## config.mk

```make
export PLATFORM = sky130hd
export DESIGN_NAME = program_loader
export DESIGN_NICKNAME = d
export VERILOG_FILES = /design/src/rtl/program_loader_pkg.sv /design/src/rtl/program_loader_sync_edge.sv /design/src/rtl/program_loader.sv
export SDC_FILE = /design/constraint.sdc
export NUM_CORES = 1
export LEC_CHECK = 0
export BUFFER_PORTS_ARGS = -buffer_cell sky130_fd_sc_hd__buf_2
export CELL_PAD_IN_SITES_DETAIL_PLACEMENT = 0
export CELL_PAD_IN_SITES_GLOBAL_PLACEMENT = 1
export CORE_MARGIN = 10
export CORE_UTILIZATION = 47
export DETAILED_ROUTE_END_ITERATION = 16
export PLACE_DENSITY = 0.95
export SLEW_MARGIN = 5
export SYNTH_ARGS = -nofsm -noshare
export SYNTH_HDL_FRONTEND = slang
export SYNTH_SLANG_ARGS = --single-unit
export TNS_END_PERCENT = 5
```

## constraint.sdc

```tcl
create_clock -name clk -period 5.81 [get_ports clk]
set_input_delay 0.581 -clock clk [delete_from_list [all_inputs] [get_ports clk]]
set_output_delay 0.581 -clock clk [all_outputs]
set_load 0.1 [all_outputs]
```

## src/rtl/program_loader_pkg.sv

```systemverilog
// program_loader_pkg: shared state encoding, pin indices and lane helper for the program loader.
package program_loader_pkg;
  typedef enum logic [1:0] {
    IDLE    = 2'd0,
    COLLECT = 2'd1,
    COMMIT  = 2'd2
  } state_t;
  localparam int LOADER_UIO_STROBE = 0;
  localparam int LOADER_UIO_MODE   = 1;
  localparam int LOADER_UIO_ACK    = 2;
  localparam int INSTR_W           = 32;
  function automatic logic [INSTR_W-1:0] put_lane(input logic [INSTR_W-1:0] w, input logic [1:0] idx,
                                                  input logic [7:0] b);
    put_lane = w;
    put_lane[{idx, 3'b000} +: 8] = b;
  endfunction
endpackage

```

## src/rtl/program_loader_sync_edge.sv

```systemverilog
// sync_edge: multi-flop synchroniser for an asynchronous pin with a registered rising-edge detect.
module sync_edge #(
  parameter int STAGES = 2
) (
  input  logic clk,
  input  logic rst_n,
  input  logic ena,
  input  logic d,
  output logic rise
);
  logic [STAGES-1:0] q;
  logic prev;
  always_ff @(posedge clk) begin
    if (!rst_n) begin
      q    <= '0;
      prev <= 1'b0;
    end else if (ena) begin
      q    <= {q[STAGES-2:0], d};
      prev <= q[STAGES-1];
    end
  end
  assign rise = q[STAGES-1] & ~prev;
endmodule

```

## src/rtl/program_loader.sv

```systemverilog
// program_loader: assembles host bytes into little-endian words and writes them to program memory,
// holding the CPU for the whole load session.
module program_loader
  import program_loader_pkg::*;
#(
  parameter int ADDR_W      = 5,
  parameter int SYNC_STAGES = 2
) (
  input  logic               clk,
  input  logic               rst_n,
  input  logic               ena,
  input  logic [7:0]         ld_data,
  input  logic               ld_strobe,
  input  logic               ld_mode,
  output logic               ld_ack,
  output logic               imem_we,
  output logic [ADDR_W-1:0]  imem_addr,
  output logic [INSTR_W-1:0] imem_wdata,
  output logic               cpu_hold,
  output logic [ADDR_W:0]    word_count
);
  state_t state;
  logic [SYNC_STAGES-1:0] mode_q;
  logic [1:0] byte_idx;
  logic [INSTR_W-1:0] lanes;
  logic [INSTR_W-1:0] next_lanes;
  logic strobe_rise;
  logic mode;
  logic capture;
  sync_edge #(.STAGES(SYNC_STAGES)) u_strobe (
    .clk  (clk),
    .rst_n(rst_n),
    .ena  (ena),
    .d    (ld_strobe),
    .rise (strobe_rise)
  );
  assign mode = mode_q[SYNC_STAGES-1];
  // a mode fall in COLLECT beats a simultaneous strobe; COMMIT always finishes its byte
  assign capture = strobe_rise & ((state == COLLECT & mode) | state == COMMIT);
  assign next_lanes = put_lane(lanes, byte_idx, ld_data);
  always_ff @(posedge clk) begin
    if (!rst_n) begin
      state      <= IDLE;
      mode_q     <= '0;
      byte_idx   <= '0;
      lanes      <= '0;
      ld_ack     <= 1'b0;
      imem_we    <= 1'b0;
      imem_addr  <= '0;
      imem_wdata <= '0;
      cpu_hold   <= 1'b0;
      word_count <= '0;
    end else if (ena) begin
      mode_q  <= {mode_q[SYNC_STAGES-2:0], ld_mode};
      imem_we <= 1'b0;
      if (capture) begin
        lanes    <= next_lanes;
        byte_idx <= byte_idx + 2'd1;
        ld_ack   <= ~ld_ack;
      end
      case (state)
        IDLE: begin
          cpu_hold <= mode;
          if (mode) begin
            state      <= COLLECT;
            imem_addr  <= '0;
            word_count <= '0;
            byte_idx   <= '0;
          end
        end
        COLLECT: begin
          if (!mode) state <= IDLE;
          else if (capture && byte_idx == 2'd3) begin
            state      <= COMMIT;
            imem_we    <= 1'b1;
            imem_wdata <= next_lanes;
          end
        end
        COMMIT: begin
          imem_addr  <= imem_addr + ADDR_W'(1);
          word_count <= word_count + {{ADDR_W{1'b0}}, ~word_count[ADDR_W]};
          state      <= mode ? COLLECT : IDLE;
        end
        default: state <= IDLE;
      endcase
    end
  end
endmodule

```

Word-level counts from Yosys, hierarchy flattened
Cells that the tools add are included.
{ "totals": {"in_bits": 13, "wordCells": 54, "output_inout_bits": 46, "ff_bits": 87} }
{ "classes": {"eq_ne": 5, "n_reduce_logical": 8, "bitwise_logic": 7, "shift": 2, "add_sub_neg": 4, "muxes": 16} }
{ "ops": {"columns": ["op", "n"], "rows": [
  ["$bwmux W32", 1],
  ["$shift A8 B7 Y32 const A", 1],
  ["$shiftx A8 B7 Y32", 1],
  ["$mux W2", 6],
  ["$pmux W6 S2", 1],
  ["$pmux W5 S2", 1],
  ["$neg A5 Y7", 1],
  ["$add A6 B1 Y6", 1],
  ["$mux W6", 1],
  ["$pmux W2 S3", 1],
  ["$reduce_and A3 Y1", 2],
  ["$add A5 B1 Y5 const B", 1],
  ["$mux W5", 1],
  ["$eq A2 B2 Y1 const B", 2],
  ["$mux W1", 4],
  ["$reduce_and A2 Y1", 2],
  ["$reduce_and A4 Y1", 1],
  ["$and A1 B1 Y1", 3],
  ["$ne A3 B2 Y1 const B", 1],
  ["$not A1 Y1", 3],
  ["$add A2 B1 Y2 const B", 1],
  ["$eq A2 B1 Y1 const B", 1],
  ["$logic_not A2 Y1", 1],
  ["$ne A2 B2 Y1 const B", 1],
  ["3 further kinds", 3]
]} }

Logic depth before layout (Yosys ltp)
{ "logic_depth": {"depth_word": 8, "ltp_mapped": 7, "depth_no_buf": 6} }

By module
From an unflattened synthesis, not the netlist that was laid out.
{ "hier_totals": {"hier_cells": 401, "hier_area_um2": 3668.5} }
{ "by_module_without_submodules": {"columns": ["mod", "area_per_inst_um2", "instances", "cells_per_inst", "seq_area_each_um2"], "rows": [
  ["program_loader", 3553.4, 1, 391, 1521.5],
  ["sync_edge", 115.1, 1, 10, 60.1]
]} }

Worst setup path before layout
OpenSTA, ideal clock, no wires.
{ "synth_path": {"path_type": "register -> register", "startpoint": "reg word_count[0]", "endpoint": "reg word_count[2]", "setup_time_ns": 0.070, "path_slack_ns": 3.697, "period_less_slack_ns": 2.113, "required_time_ns": 5.740, "t_arrival_ns": 2.043, "path_buffers": 0, "stages_incl_launch_ff": 6, "cell_sequence": "dfxtp_1 -> ha_1 -> ha_1 -> inv_1 -> or4_1 -> a21oi_1"} }
{ "synth_via": {"elab_chain_cells": 2} }
{ "synth_lines": {"columns": ["item", "line_no", "text"], "rows": [
  ["from (decl)", "program_loader.sv:20", "output logic [ADDR_W:0] word_count"],
  ["from (signal assigned)", "program_loader.sv:81", "word_count <= word_count + {{ADDR_W{1'b0}}, ~word_count[ADDR_W]};"],
  ["$add A6 B1 Y6", "program_loader.sv:81", null],
  ["$pmux W6 S2", "program_loader.sv:61", "case (state)"]
]} }
Every way passes these cells.
A chain may end at the register's enable or synchronous reset.

Final worst setup path
{ "layout_path": {"startpoint": "reg byte_idx[0]", "endpoint": "reg imem_wdata[23]"} }
{ "layout_via": {"elab_chain_cells": 3, "elab_cells_between_ends": 7, "cone_classes": "add/sub: 1; eq/ne: 1; shift: 2; mux: 1; reduce/logical: 2"} }
{ "layout_lines": {"columns": ["item", "line_no", "text"], "rows": [
  ["from (decl)", "program_loader.sv:24", "logic [1:0] byte_idx;"],
  ["from (signal assigned)", "program_loader.sv:58", "byte_idx <= byte_idx + 2'd1;"],
  ["$neg A5 Y7 or $eq A2 B2 Y1 (tied branches)", "program_loader_pkg.sv:15, program_loader.sv:73", null],
  ["$shiftx A8 B7 Y32, or another cell as far along", "program_loader_pkg.sv:15", "put_lane[{idx, 3'b000} +: 8] = b;"],
  ["$bwmux W32 or $reduce_and A4 Y1 (tied branches)", null, null],
  ["to (signal assigned)", "program_loader.sv:76", "imem_wdata <= next_lanes;"],
  ["to (decl)", "program_loader.sv:18", "output logic [INSTR_W-1:0] imem_wdata,"]
]} }
Several ways; a longest one is shown, not always the timed one.

==> results_tabular.tex <==
\begin{tabular}{lr}
\hline
Metric & Value \\
\hline
\multicolumn{2}{l}{\textbf{STA}} \\
\quad Maximum frequency from static timing analysis & 0.332 GHz \\
\quad Total of endpoints with negative setup slack in the final report & 0 \\
\quad Setup repair after global routing missed its margin & no \\
\quad Number of pins exceeding their max-slew limit in the final report & 0 \\
\quad Final period demand of the worst path & 3020 ps \\
\quad Clock skew & just over 9 ps \\
\quad Final-report hold violation count & 0 \\
\quad Slew HR & 17.0\% \\
\quad Portion of the clock cycle consumed by the worst path in the final layout & 51.9\% \\
\quad Worst-margin pin slew & 1250 ps \\
\quad Post-layout worst setup margin & between 2000 and 3000 ps \\
\quad Total Negative Setup Slacks & 0 ps \\
\multicolumn{2}{l}{\textbf{Synthesis}} \\
\quad FF+latch count, synth & 87 \\
\quad Net count after synthesis & around 490 \\
\quad Number of enable flip-flop cells after synthesis & 0 \\
\quad Average cell area after synthesis & about 9 sq um \\
\quad Fraction of registers with async set/reset & 0\% \\
\quad Portion of the post-synthesis area used by sequential elements & $\sim$41\% \\
\quad Most common flop cell mapped by yosys & dfxtp\_1 \\
\quad Post-Syn Instances & about 470 \\
\quad Number of warning messages in the yosys log & 0 \\
\quad Share of the synthesized netlist area taken by xor and xnor gates & 0\% \\
\quad Count of unique library cells instantiated by Yosys & 35 \\
\quad Synth Area in Adders & 2.36\% \\
\quad Main combinational cell family by area after synthesis & compound AO/OA/AOI/OAI gates \\
\quad Area of the mapped netlist & 4240 sq um \\
\quad Synth Area in Compound Gates & 28.3\% \\
\quad Multiplexer share of the synthesized area & roughly 2.6\% \\
\quad Synthesized-area fraction occupied by and/or/nand/nor cells & between 10\% and 20\% \\
\multicolumn{2}{l}{\textbf{Cells and area}} \\
\quad Area overhead of the layout relative to synthesis & 10.8\% \\
\quad Final net count & a little over 500 \\
\quad Layout cell share with drive strength beyond 1 & 22.1\% \\
\quad Antenna Cells & 0 \\
\quad Post-route non-filler standard cell count & 606 \\
\multicolumn{2}{l}{\textbf{Power}} \\
\quad P per Cell Area & 234 nW/um\^{}2 \\
\quad Static leakage power & approximately 1.6 nW \\
\quad Largest vdd supply drop & just over 0.1 mV \\
\multicolumn{2}{l}{\textbf{Clock tree}} \\
\quad Post-CTS Setup Repair Bufs & 0 \\
\quad Worst skew pair latency & approximately 360 ps \\
\quad Post-CTS Resized & 0 \\
\quad Clk root buf & clkbuf\_8 \\
\quad Maximum buffer depth of the clock tree & 2 \\
\quad Number of clock sinks & 87 \\
\quad Hold-fix buffers, CTS & 0 \\
\quad Clock buffer count from CTS & 9 \\
\quad TritonCTS clock tree & built \\
\quad H-tree depth & 3 \\
\quad Clock Pin Slew Worst Setup and Hold Paths & approximately 90 ps \\
\multicolumn{2}{l}{\textbf{GRT}} \\
\quad Initial antenna violation count & 0 \\
\quad Largest net degree at the start of global routing & between 40 and 50 \\
\quad First-pass GRT wire length & between 15000 and 20000 microns \\
\quad Via count of the first global-routing pass & between 3000 and 4000 \\
\quad Total gr overflow & 0 \\
\quad Combined global-route utilization of all metal layers & 15.6\% \\
\multicolumn{2}{l}{\textbf{Routing}} \\
\quad Number of routed nets with antenna violations & 0 \\
\quad Routed wire length per instance & between 15 and 20 microns \\
\quad Number of DRC violations after detailed-routing iteration 0 & $\sim$300 \\
\quad Number of iterations in the first detailed-routing pass & 4 \\
\quad Number of vias per cell after detailed routing & around 6.1 \\
\quad Final routed wirelength across all metal layers & between 10000 and 15000 microns \\
\quad DRC & 0 \\
\quad Total via count after detailed routing & roughly 3700 \\
\multicolumn{2}{l}{\textbf{Floorplanning}} \\
\quad Die boundary width & approximately 110 microns \\
\quad Die Y & about 110 microns \\
\quad Initial core utilization & 48.4\% \\
\quad Num ports & 59 \\
\quad Number of standard-cell rows in the floorplan & 34 \\
\quad Area of the placeable core & a little under 9000 sq um \\
\quad Die footprint & around 13000 sq um \\
\multicolumn{2}{l}{\textbf{Placed design}} \\
\quad Estimated wirelength of the detail-placed design & 6970 microns \\
\quad Number of instances in the placed design & between 500 and 600 \\
\quad Final GP Congestion & roughly 0.75 \\
\quad Setup slack at placement & between 2000 and 3000 ps \\
\quad Port-buffer cells & just under 60 \\
\multicolumn{2}{l}{\textbf{Setup path}} \\
\quad Capturing point of the worst reg2reg path & imem\_wdata[23] \\
\quad Worst-case reg-to-reg path depth & 5 \\
\quad Register-to-register path setup slack & roughly 2800 ps \\
\quad Data required time of the worst path & between 5000 and 6000 ps \\
\quad Critical path peak fanout & 34 \\
\quad Path type of the worst setup path & register to register \\
\quad Start point of the critical path & byte\_idx[0] \\
\quad Nature of the critical path endpoint & register \\
\quad Reg-to-reg startpoint & byte\_idx[0] \\
\quad End of the critical path & imem\_wdata[23] \\
\quad Data arrival time of the critical path & roughly 3200 ps \\
\quad Worst setup SP type & register \\
\multicolumn{2}{l}{\textbf{Hold path}} \\
\quad Type of the tightest min-delay check & primary input to register \\
\quad Hold Path Origin & ld\_mode \\
\multicolumn{2}{l}{\textbf{Outcome}} \\
\quad Run status & finished clean \\
\multicolumn{2}{l}{\textbf{Flow run}} \\
\quad Max cap viols & 0 \\
\hline
\end{tabular}
cell usage in the layout, fill, tap and decap left out, types with 2 or more instances in the layout:
| cell type | count |
|---|---|
| dfxtp_1 | 87 |
| buf_2 | 58 |
| nor2b_1 | 44 |
| a21oi_1 | 41 |
| nor2_1 | 38 |
| a31oi_1 | 32 |
| nor3_1 | 32 |
| a211oi_1 | 32 |
| a2111oi_2 | 27 |
| mux2i_1 | 11 |
| nand3_1 | 10 |
| clkbuf_8 | 9 |
| nand2_1 | 8 |
| ha_1 | 8 |
| o21ai_0 | 6 |
| buf_4 | 6 |
| inv_1 | 5 |
| a2111oi_1 | 5 |
| and3b_1 | 4 |
| o31ai_1 | 4 |
| or4_1 | 4 |
| nand2b_1 | 3 |
| nor4_1 | 3 |
| and2_1 | 2 |
| nand3b_1 | 2 |
| o21a_1 | 2 |
| bufinv_16 | 2 |
| clkinvlp_4 | 2 |
| clkinv_2 | 2 |
registers in the layout, indices dropped and copies added (netlist names), 2 cells and up:
signal,flops
byte_idx,2
imem_addr,5
imem_wdata,32
lanes,32
mode_q,2
state,2
u_strobe.q,2
word_count,6
per-layer routing:
| metal | track usage [%] | part of all wire [%] |
|---|---|---|
| met3 | 2.97 | 7.0 |
| met5 | 0 | 0 |
| met2 | 24.2 | 47 |
| met1 | 20.0 | 44 |
| met4 | 8.50 | 2.2 |
stage by stage:
step | hold WS [ps] | power (W) | instance area (sq um) | util [%]
floorplan | 460 | 0.000639 | 4240 | -
global placement | 452 | 0.000648 | 4480 | 51.2
detailed placement | 463 | 0.000650 | 4480 | 51.2
CTS | 447 | 0.00111 | 4700 | 53.6
global route | 480 | 0.00113 | 4700 | 53.6
finish | 453 | 0.00110 | 4700 | 53.6
cells by family (layout without fill, tap and decap cells):
| logic type | after synthesis | after routing |
|---|---|---|
| buffers and inverters | 54 | 86 |
| multiplexers | 11 | 11 |
| AO/OA/AOI/OAI | 151 | 151 |
| AND/OR/NAND/NOR | 155 | 155 |
| flip-flops | 87 | 87 |
| adder cells (fa/ha/maj) | 8 | 8 |
cell usage after synthesis, types with 10 or more instances:
library cell | number | area, sq um
a2111oi_2 | 27 | 405
nor2_1 | 38 | 143
dfxtp_1 | 87 | 1740
clkbuf_1 | 28 | 105
nand3_1 | 10 | 50.1
mux2i_1 | 11 | 110
nor2b_1 | 45 | 282
buf_2 | 10 | 50.1
nor3_1 | 32 | 160
a211oi_1 | 32 | 240
a31oi_1 | 32 | 200
a21oi_1 | 41 | 205
worst min path at each step:
stage | to | depth (start not counted)
final | mode_q[0] | 3
after global routing | u_strobe.q[0] | 3
after CTS | u_strobe.q[0] | 3
after detailed placement | ld_ack | 2
after global placement | ld_ack | 2
after floorplan | mode_q[0] | 2
final cells by class:
| class | count | area [sq um] |
|---|---|---|
| sequential | 87 | 1740 |
| timing repair buffer | 64 | 335 |
| clock buffer | 10 | 128 |
| inverter | 6 | 22.5 |
| clock inverter | 6 | 85.1 |
| multi-input combinational | 325 | 2250 |
| fill | 796 | 4070 |
| tap | 108 | 135 |
where the power goes:
group          internal, W  switching (W)
clock             0.000241       0.000222
combinational   0.00000993      0.0000269
sequential        0.000597     0.00000146
worst max-delay path: stages, from the launching register on:
cell and delay, ps:
dfxtp_1 470, ha_1 540, and3b_1 240, buf_4 340
and2_1 1020, a211oi_1 200
No activity file was read; power rests on OpenSTA's default activity.
